File: src/rtl/decode_pipe.sv
// Registered, handshaked decode stage for the A/B accumulator core: decode, branch resolve,
// flag interlock and wrong-path squash. Optional RELATIVE_BRANCH_EN makes branch targets PC-relative.
module decode_pipe #(
  parameter int unsigned DATA_W       = 8,
  parameter int unsigned ADDR_W       = 10,
  parameter int unsigned BR_OFF_W     = 7,
  parameter int unsigned FLAG_LAT     = 1,
  parameter int unsigned SQUASH_SLOTS = 1
) (
  input  logic              wClock,
  input  logic              wReset_n,
  input  logic [15:0]       wInstr,
  input  logic              wValid,
  output logic              rReady,
  input  logic [ADDR_W-1:0] wPc,
  input  logic              wZa,
  input  logic              wCa,
  input  logic              wNa,
  input  logic              wZb,
  input  logic              wCb,
  input  logic              wNb,
  input  logic              wReady,
  output logic              rValid,
  output logic              rBranchTaken,
  output logic              rJumpTaken,
  output logic [ADDR_W-1:0] rTargetPc,
  output logic [DATA_W-1:0] rImm,
  output logic              rMuxASel,
  output logic              rMuxBSel,
  output logic              rFlush
);

  localparam int unsigned CNT_W = (FLAG_LAT > 0) ? $clog2(FLAG_LAT + 1) : 1;
  localparam int unsigned SQ_W  = (SQUASH_SLOTS > 0) ? $clog2(SQUASH_SLOTS + 1) : 1;

  // Opcode map, instruction[15:10]
  localparam logic [5:0] OP_LDA   = 6'h01;
  localparam logic [5:0] OP_ADDA  = 6'h02;
  localparam logic [5:0] OP_SUBA  = 6'h03;
  localparam logic [5:0] OP_ANDA  = 6'h04;
  localparam logic [5:0] OP_ORA   = 6'h05;
  localparam logic [5:0] OP_ASLA  = 6'h06;
  localparam logic [5:0] OP_ASRA  = 6'h07;
  localparam logic [5:0] OP_LDB   = 6'h08;
  localparam logic [5:0] OP_ADDB  = 6'h09;
  localparam logic [5:0] OP_SUBB  = 6'h0A;
  localparam logic [5:0] OP_ANDB  = 6'h0B;
  localparam logic [5:0] OP_ORB   = 6'h0C;
  localparam logic [5:0] OP_ASLB  = 6'h0D;
  localparam logic [5:0] OP_ASRB  = 6'h0E;
  localparam logic [5:0] OP_LDCA  = 6'h10;
  localparam logic [5:0] OP_ADDCA = 6'h11;
  localparam logic [5:0] OP_SUBCA = 6'h12;
  localparam logic [5:0] OP_ANDCA = 6'h13;
  localparam logic [5:0] OP_ORCA  = 6'h14;
  localparam logic [5:0] OP_LDCB  = 6'h18;
  localparam logic [5:0] OP_ADDCB = 6'h19;
  localparam logic [5:0] OP_SUBCB = 6'h1A;
  localparam logic [5:0] OP_ANDCB = 6'h1B;
  localparam logic [5:0] OP_ORCB  = 6'h1C;
  localparam logic [5:0] OP_JMP   = 6'h20;
  localparam logic [5:0] OP_BAEQ  = 6'h28;
  localparam logic [5:0] OP_BANE  = 6'h29;
  localparam logic [5:0] OP_BACS  = 6'h2A;
  localparam logic [5:0] OP_BACC  = 6'h2B;
  localparam logic [5:0] OP_BAMI  = 6'h2C;
  localparam logic [5:0] OP_BAPL  = 6'h2D;
  localparam logic [5:0] OP_BBEQ  = 6'h30;
  localparam logic [5:0] OP_BBNE  = 6'h31;
  localparam logic [5:0] OP_BBCS  = 6'h32;
  localparam logic [5:0] OP_BBCC  = 6'h33;
  localparam logic [5:0] OP_BBMI  = 6'h34;
  localparam logic [5:0] OP_BBPL  = 6'h35;

  logic [5:0]          opcode;
  logic                isAOp, isBOp, isBrA, isBrB, isJmp, selA, selB, condTrue;
  logic                brTaken, redirect;
  logic [CNT_W-1:0]    cntA, cntB;
  logic [SQ_W-1:0]     sqCnt;
  logic                squashing, hazard, advance, accept, keep;
  logic [ADDR_W-1:0]   brTarget, nextTarget;
  logic signed [BR_OFF_W-1:0] brOff;

  assign opcode = wInstr[15:10];
  assign brOff  = wInstr[BR_OFF_W-1:0];

  // Opcode classification and flag condition
  always_comb begin
    isAOp    = 1'b0;
    isBOp    = 1'b0;
    isBrA    = 1'b0;
    isBrB    = 1'b0;
    isJmp    = 1'b0;
    selA     = 1'b0;
    selB     = 1'b0;
    condTrue = 1'b0;
    unique case (opcode)
      OP_LDA, OP_ADDA, OP_SUBA, OP_ANDA, OP_ORA, OP_ASLA, OP_ASRA: isAOp = 1'b1;
      OP_LDB, OP_ADDB, OP_SUBB, OP_ANDB, OP_ORB, OP_ASLB, OP_ASRB: isBOp = 1'b1;
      OP_LDCA:                              begin isAOp = 1'b1; selA = 1'b1; end
      OP_ADDCA, OP_SUBCA, OP_ANDCA, OP_ORCA: begin isAOp = 1'b1; selB = 1'b1; end
      OP_LDCB:                              begin isBOp = 1'b1; selB = 1'b1; end
      OP_ADDCB, OP_SUBCB, OP_ANDCB, OP_ORCB: begin isBOp = 1'b1; selA = 1'b1; end
      OP_JMP:  isJmp = 1'b1;
      OP_BAEQ: begin isBrA = 1'b1; condTrue = wZa;  end
      OP_BANE: begin isBrA = 1'b1; condTrue = !wZa; end
      OP_BACS: begin isBrA = 1'b1; condTrue = wCa;  end
      OP_BACC: begin isBrA = 1'b1; condTrue = !wCa; end
      OP_BAMI: begin isBrA = 1'b1; condTrue = wNa;  end
      OP_BAPL: begin isBrA = 1'b1; condTrue = !wNa; end
      OP_BBEQ: begin isBrB = 1'b1; condTrue = wZb;  end
      OP_BBNE: begin isBrB = 1'b1; condTrue = !wZb; end
      OP_BBCS: begin isBrB = 1'b1; condTrue = wCb;  end
      OP_BBCC: begin isBrB = 1'b1; condTrue = !wCb; end
      OP_BBMI: begin isBrB = 1'b1; condTrue = wNb;  end
      OP_BBPL: begin isBrB = 1'b1; condTrue = !wNb; end
      default: ;
    endcase
  end

`ifdef RELATIVE_BRANCH_EN
  assign brTarget = wPc + ADDR_W'(brOff);
`else
  logic unusedPc;
  assign unusedPc = ^wPc;
  assign brTarget = ADDR_W'($unsigned(brOff));
`endif

  assign brTaken    = (isBrA | isBrB) & condTrue;
  assign redirect   = brTaken | isJmp;
  assign nextTarget = isJmp ? ADDR_W'(wInstr[9:0]) : (brTaken ? brTarget : '0);

  assign squashing = (sqCnt != '0);
  assign hazard    = wValid & ((isBrA & (cntA != '0)) | (isBrB & (cntB != '0)));
  assign advance   = !rValid | wReady;
  assign rReady    = wReset_n & advance & !hazard;
  assign accept    = wValid & rReady;
  assign keep      = accept & !squashing;

  // Flag scoreboard and wrong-path squash counter
  always_ff @(posedge wClock or negedge wReset_n) begin
    if (!wReset_n) begin
      cntA  <= '0;
      cntB  <= '0;
      sqCnt <= '0;
    end else begin
      if (keep & isAOp)      cntA <= CNT_W'(FLAG_LAT);
      else if (cntA != '0)   cntA <= cntA - CNT_W'(1);
      if (keep & isBOp)      cntB <= CNT_W'(FLAG_LAT);
      else if (cntB != '0)   cntB <= cntB - CNT_W'(1);
      if (accept & squashing)     sqCnt <= sqCnt - SQ_W'(1);
      else if (keep & redirect)   sqCnt <= SQ_W'(SQUASH_SLOTS);
    end
  end

  // Output register; holds while execute stalls, otherwise loads the decode or clears
  always_ff @(posedge wClock or negedge wReset_n) begin
    if (!wReset_n) begin
      rValid       <= 1'b0;
      rBranchTaken <= 1'b0;
      rJumpTaken   <= 1'b0;
      rTargetPc    <= '0;
      rImm         <= '0;
      rMuxASel     <= 1'b0;
      rMuxBSel     <= 1'b0;
      rFlush       <= 1'b0;
    end else begin
      rFlush <= keep & redirect;
      if (advance) begin
        rValid       <= keep;
        rBranchTaken <= keep & brTaken;
        rJumpTaken   <= keep & isJmp;
        rTargetPc    <= keep ? nextTarget : '0;
        rImm         <= (keep & (selA | selB)) ? DATA_W'(wInstr[7:0]) : '0;
        rMuxASel     <= keep & selA;
        rMuxBSel     <= keep & selB;
      end
    end
  end

endmodule

File: config.mk
export PLATFORM = sky130hd
export DESIGN_NAME = decode_pipe
export DESIGN_NICKNAME = d
export VERILOG_FILES = /design/src/rtl/decode_pipe.sv
export SDC_FILE = /design/constraint.sdc
export NUM_CORES = 1
export LEC_CHECK = 0
export ABC_CLOCK_PERIOD_IN_PS = 1210
export CAP_MARGIN = 20
export CELL_PAD_IN_SITES_DETAIL_PLACEMENT = 0
export CELL_PAD_IN_SITES_GLOBAL_PLACEMENT = 1
export CORE_MARGIN = 5
export CORE_UTILIZATION = 27
export DETAILED_ROUTE_END_ITERATION = 7
export GPL_TIMING_DRIVEN = 0
export PLACE_DENSITY = 0.87
export SYNTH_ARGS = -nofsm -noshare
export SYNTH_HDL_FRONTEND = slang
export SYNTH_SLANG_ARGS = --single-unit
File: constraint.sdc
create_clock -name wClock -period 1.21 [get_ports wClock]
set_input_delay 0.242 -clock wClock [delete_from_list [all_inputs] [get_ports wClock]]
set_output_delay 0.242 -clock wClock [all_outputs]
set_load 0.01 [all_outputs]
Word level (Yosys, flattened, before mapping)
Index checks and enable logic that the tools add are counted.
{ "totals": {"ff_bits": 27, "output_inout_bits": 25, "inputBits": 36, "elab_cells": 107} }
{ "classes": {"n_mux": 18, "reduce_logical": 16, "bitwise_logic": 22, "n_eq_ne": 37, "add_sub_neg": 3} }
{ "op_table": {"columns": ["op", "n"], "rows": [
  ["6-bit == test, second input constant", 13],
  ["6-bit by 5-bit == test with 1-bit output, second input constant", 10],
  ["6-bit by 4-bit == test with 1-bit output, second input constant", 7],
  ["6-bit by 3-bit == test with 1-bit output, second input constant", 4],
  ["12-bit OR reduction", 2],
  ["10-bit two-way mux", 2],
  ["1-bit AND", 17],
  ["1-bit two-way mux", 13],
  ["6-bit by 2-bit == test with 1-bit output, second input constant", 2],
  ["1-bit one-hot mux with 12 select lines", 1],
  ["6-bit OR reduction", 2],
  ["5-bit OR reduction", 2],
  ["1-bit logical NOT", 9],
  ["8-bit two-way mux", 1],
  ["7-bit two-way mux", 1],
  ["6-bit by 1-bit == test with 1-bit output, second input constant", 1],
  ["1-bit bitwise OR", 5],
  ["1-bit subtractor, second input constant", 3],
  ["2-bit nonzero test", 1]
]} }

Longest topological paths before layout
{ "depth": {"word_depth": 13, "ltp_mapped": 7, "depth_no_buf": 5} }

Worst setup path after synthesis
OpenSTA, ideal clock, no wires.
{ "synth_path": {"path_kind": "input-to-reg", "startpoint": "in wInstr[11]", "endpoint": "reg rTargetPc[1]", "slack_ns": -0.257, "setup_time_ns": 0.121, "path_buffers": 1, "arrival_time_ns": 1.346, "required_ns": 1.089, "cell_stages": 6, "path_cell_list": "buf_6 -> mux2i_4 -> xnor2_1 -> a311oi_4 -> a21oi_2 -> a22o_1"} }
{ "synth_between": {"elab_chain_len": 11, "word_cells_on_any_way": 32, "cone_classes": "eq/ne: 13; mux: 7; bitwise: 9; reduce/logical: 3"} }
{ "synth_lines": {"columns": ["item", "line", "source"], "rows": [
  ["from (decl)", "12", "input logic [15:0] wInstr,"],
  ["6-bit == test", "97", "unique case (opcode)"],
  ["6-bit OR reduction (no source line)", null, null],
  ["1-bit two-way mux", "97", null],
  ["1-bit AND", "134", "assign hazard = wValid & ((isBrA & (cntA != '0)) | (isBrB & (cntB != '0)));"],
  ["1-bit bitwise OR", "134", null],
  ["1-bit AND", "134", null],
  ["1-bit logical NOT", "136", "assign rReady = wReset_n & advance & !hazard;"],
  ["1-bit AND", "136", null],
  ["1-bit AND", "137", "assign accept = wValid & rReady;"],
  ["1-bit AND", "138", "assign keep = accept & !squashing;"],
  ["10-bit two-way mux *", "173", "rTargetPc <= keep ? nextTarget : '0;"],
  ["to (signal assigned)", "173", null],
  ["to (decl)", "26", "output logic [ADDR_W-1:0] rTargetPc,"]
]} }
Mark *: on every way between the ends. The rest lies on a longest branch, timed or not.
A chain may end at the register's enable or synchronous reset.

Worst setup path in the final report
{ "layout_path": {"startpoint": "reg cntB", "endpoint": "out rReady"} }
{ "layout_between": {"elab_chain_len": 5} }
{ "layout_lines": {"columns": ["item", "line", "source"], "rows": [
  ["from (decl)", "78", "logic [CNT_W-1:0] cntA, cntB;"],
  ["from (signal assigned)", "149", "if (keep & isBOp) cntB <= CNT_W'(FLAG_LAT);"],
  ["from (signal assigned)", "150", "else if (cntB != '0) cntB <= cntB - CNT_W'(1);"],
  ["1-bit AND", "134", null],
  ["1-bit bitwise OR", "134", null],
  ["1-bit AND", "134", null],
  ["1-bit logical NOT", "136", null],
  ["1-bit AND", "136", null],
  ["to (decl)", "14", "output logic rReady,"]
]} }
No other way between the ends.

==> metrics <==
CP startpoint kind register; post-route setup slack -0.4028 ns; RSZ-0062 raised after global routing yes; syn avg cell area 10.00 sq um; #FFs+latches synth 27; clk_skew 0.001468 ns; Cells after Synth 135; # DRC 0; clk slew on worst S/H paths 0.09 ns; CP max FO 3; Slew @ Worst Pin 0.4770 ns; GP Congestion 0.7650; slew margin rel. 67.96%; CP top delay family flip-flops; Synth Area in Adders less than 1%; WS Path Type register to output pin; Layout Nets 246; Synth Area in Compound Gates 20.02%; most frequent cells in the layout dfrtp_1, nand2_1, buf_4; io pins 61; DRT Pass-1 Iters 4; Placed Instances 249; crit end category output pin; Ant. Diodes 0; TritonCTS clock tree built; Hold Crit Class input pin to async pin; Max Cap Violations 0; first-pass GRT wire length 6354 um; # rows 25; Final Setup Violations 28; failing checks setup timing; Synth area leaders dfrtp_1, nand2_1, a21o_1; status complete, but fails checks; critical path cell sequence and3b_1 > o211ai_1 > inv_1 > a21oi_2 > buf_2; Setup WS pre-CTS -1.166 ns; Synth Area in XOR/XNOR 2.595%; per-cell routed wire length 14.08 um; vias in the first global route around 1300; Worst-Skew Late Latency 0.27 ns; pwr/cell area 809.9 nW/um^2; CTS max path bufs 2; Slew Limit Fails 0; core area 4786 sq um; Mapped Area 1350 sq um; CTS Buf Count 3; layout cells sized above 1 a little under two fifths; remaining antenna violation count 0; die extent in x 80.71 um; HPWL Detailed approximately 2700 um; die area 6514 sq um; clk root buf clkbuf_8; mux cell area share after synthesis about 2.4%; starting density of the core 28.21%; CTS sink cnt 27; hold slack final between 0.07 and 0.08 ns; most common cell after layout, fill and taps aside dfrtp_1; Synth-to-Final Area Change 77.20%; Tot GR Track Use 12.59%; biggest regs rTargetPc (10), rImm (8); initial antenna violation count 0; slowest cell on the critical path dfrtp_1; final setup TNS -3.789 ns; WP data required 0.97 ns; post-synth net total ~170; Worst EP arrival approximately 1.4 ns; most flop-heavy register rTargetPc; simple-gate share of the synthesized area 19.93%; fin crit share 133.3%; drt total wl 3885 um; Yosys top cell by area dfrtp_1; CTS H-Tree Depth 1; Seq/Total Area, Yosys 50.05%; minimum clock period ~1.6 ns; largest net degree at the start of global routing 18; CP bufs+invs 2; DR iter-0 viols 28; Synth cell types 36; Vias per Instance approximately 4.7; largest family of logic cells by synthesized area compound AO/OA/AOI/OAI gates; share of the synthesized area in the top cell type between 50% and 60%; Peak VDD IR 410.5 uV; total grt overflow 0; Final Non-Filler Cells roughly 280; Ys Warns 0; chip height between 80 and 90 um; fmax 620.0 MHz; I/O Buffers 46; DR vias 1291; leakage 1.152 nW; max incr delay on CP ~0.36 ns; count of final hold-check violations 0; max reg flops 10
-- layout make-up --
class | count | area (sq um)
tap | 67 | 83.83
clock inverter | 1 | 5.005
buffer | 9 | 116.4
fill | 458 | 2394
clock buffer | 3 | 41.29
sequential | 27 | 675.6
timing repair buffer | 70 | 663.1
multi-input combinational | 97 | 799.5
inverter | 2 | 7.507
-- cells by family (layout without fill, tap and decap cells) --
logic type | after synthesis | count (layout)
buffers and inverters | 11 | 85
flip-flops | 27 | 27
XOR/XNOR | 4 | 4
AND/OR/NAND/NOR | 53 | 53
multiplexers | 2 | 2
adder cells (fa/ha/maj) | 1 | 1
AO/OA/AOI/OAI | 37 | 37
-- path summary, 6_finish.rpt --
path / from / to / slack [ns] / depth (start not counted)
worst max-delay path: cntB$_DFF_PN0_ / rReady / -0.40 / 5
worst min-delay path: wReset_n / rTargetPc[4]$_DFFE_PN0N_ / 0.08 / 2
worst max register to register: cntB$_DFF_PN0_ / rTargetPc[6]$_DFFE_PN0N_ / -0.22 / 6
worst min register to register: rTargetPc[5]$_DFFE_PN0N_ / rTargetPc[5]$_DFFE_PN0N_ / 0.48 / 1
max in group asynchronous: wReset_n / cntA$_DFF_PN0_ / 0.22 / 2
min in group wClock: wInstr[13] / cntA$_DFF_PN0_ / 0.16 / 2
-- power breakdown --
part / internal [mW] / switching, mW
Combinational: 0.255 / 0.233
Sequential: 0.921 / 0.0127
Clock: 0.231 / 0.285
-- synth_stat cells (all sizes together) --
cell    count
dfrtp      27
nand2      27
o21ai      11
a21o        7
a22o        6
buf         6
nor2        6
a21oi       5
a211oi      4
xnor2       4
and2        3
clkbuf      3
nand2b      3
and3b       2
inv         2
mux2i       2
nor2b       2
nor3        2
nor4        2
a22oi       1
a311oi      1
a32o        1
and3        1
maj3        1
nand3       1
nand3b      1
nand4       1
nand4b      1
nor4b       1
o211ai      1
-- per-layer routing --
metal	part of all wire (%)	wire, um	track usage, %	vias up
met2	49	1886	21.44	44
met1	42	1649	15.92	619
met3	7.9	308	3.139	6
li1	-	-	-	622
met4	1.1	41	3.209	0
met5	0	0	0	-
-- per-stage QoR --
| step | power [mW] | area (sq um) | utilization (%) |
|---|---|---|---|
| 6_report | 1.938 | 2392 | 49.99 |
| 5_1_grt | 2.045 | 2392 | 49.99 |
| 4_1_cts | 1.904 | 2227 | 46.54 |
| 3_5_place_dp | 1.330 | 1999 | 41.78 |
| 3_3_place_gp | 1.313 | 1972 | 41.20 |
| 2_1_floorplan | 1.145 | 1428 | - |
-- what timing repair did --
item,4_1_cts,5_1_grt
resized for setup,78,33
hold endpoints to repair,10,0
buffers inserted,12,12
hold buffers,1,0
endpoints found under the setup margin,52,48
pin swaps,17,10
(Power assumes the default switching activity.)
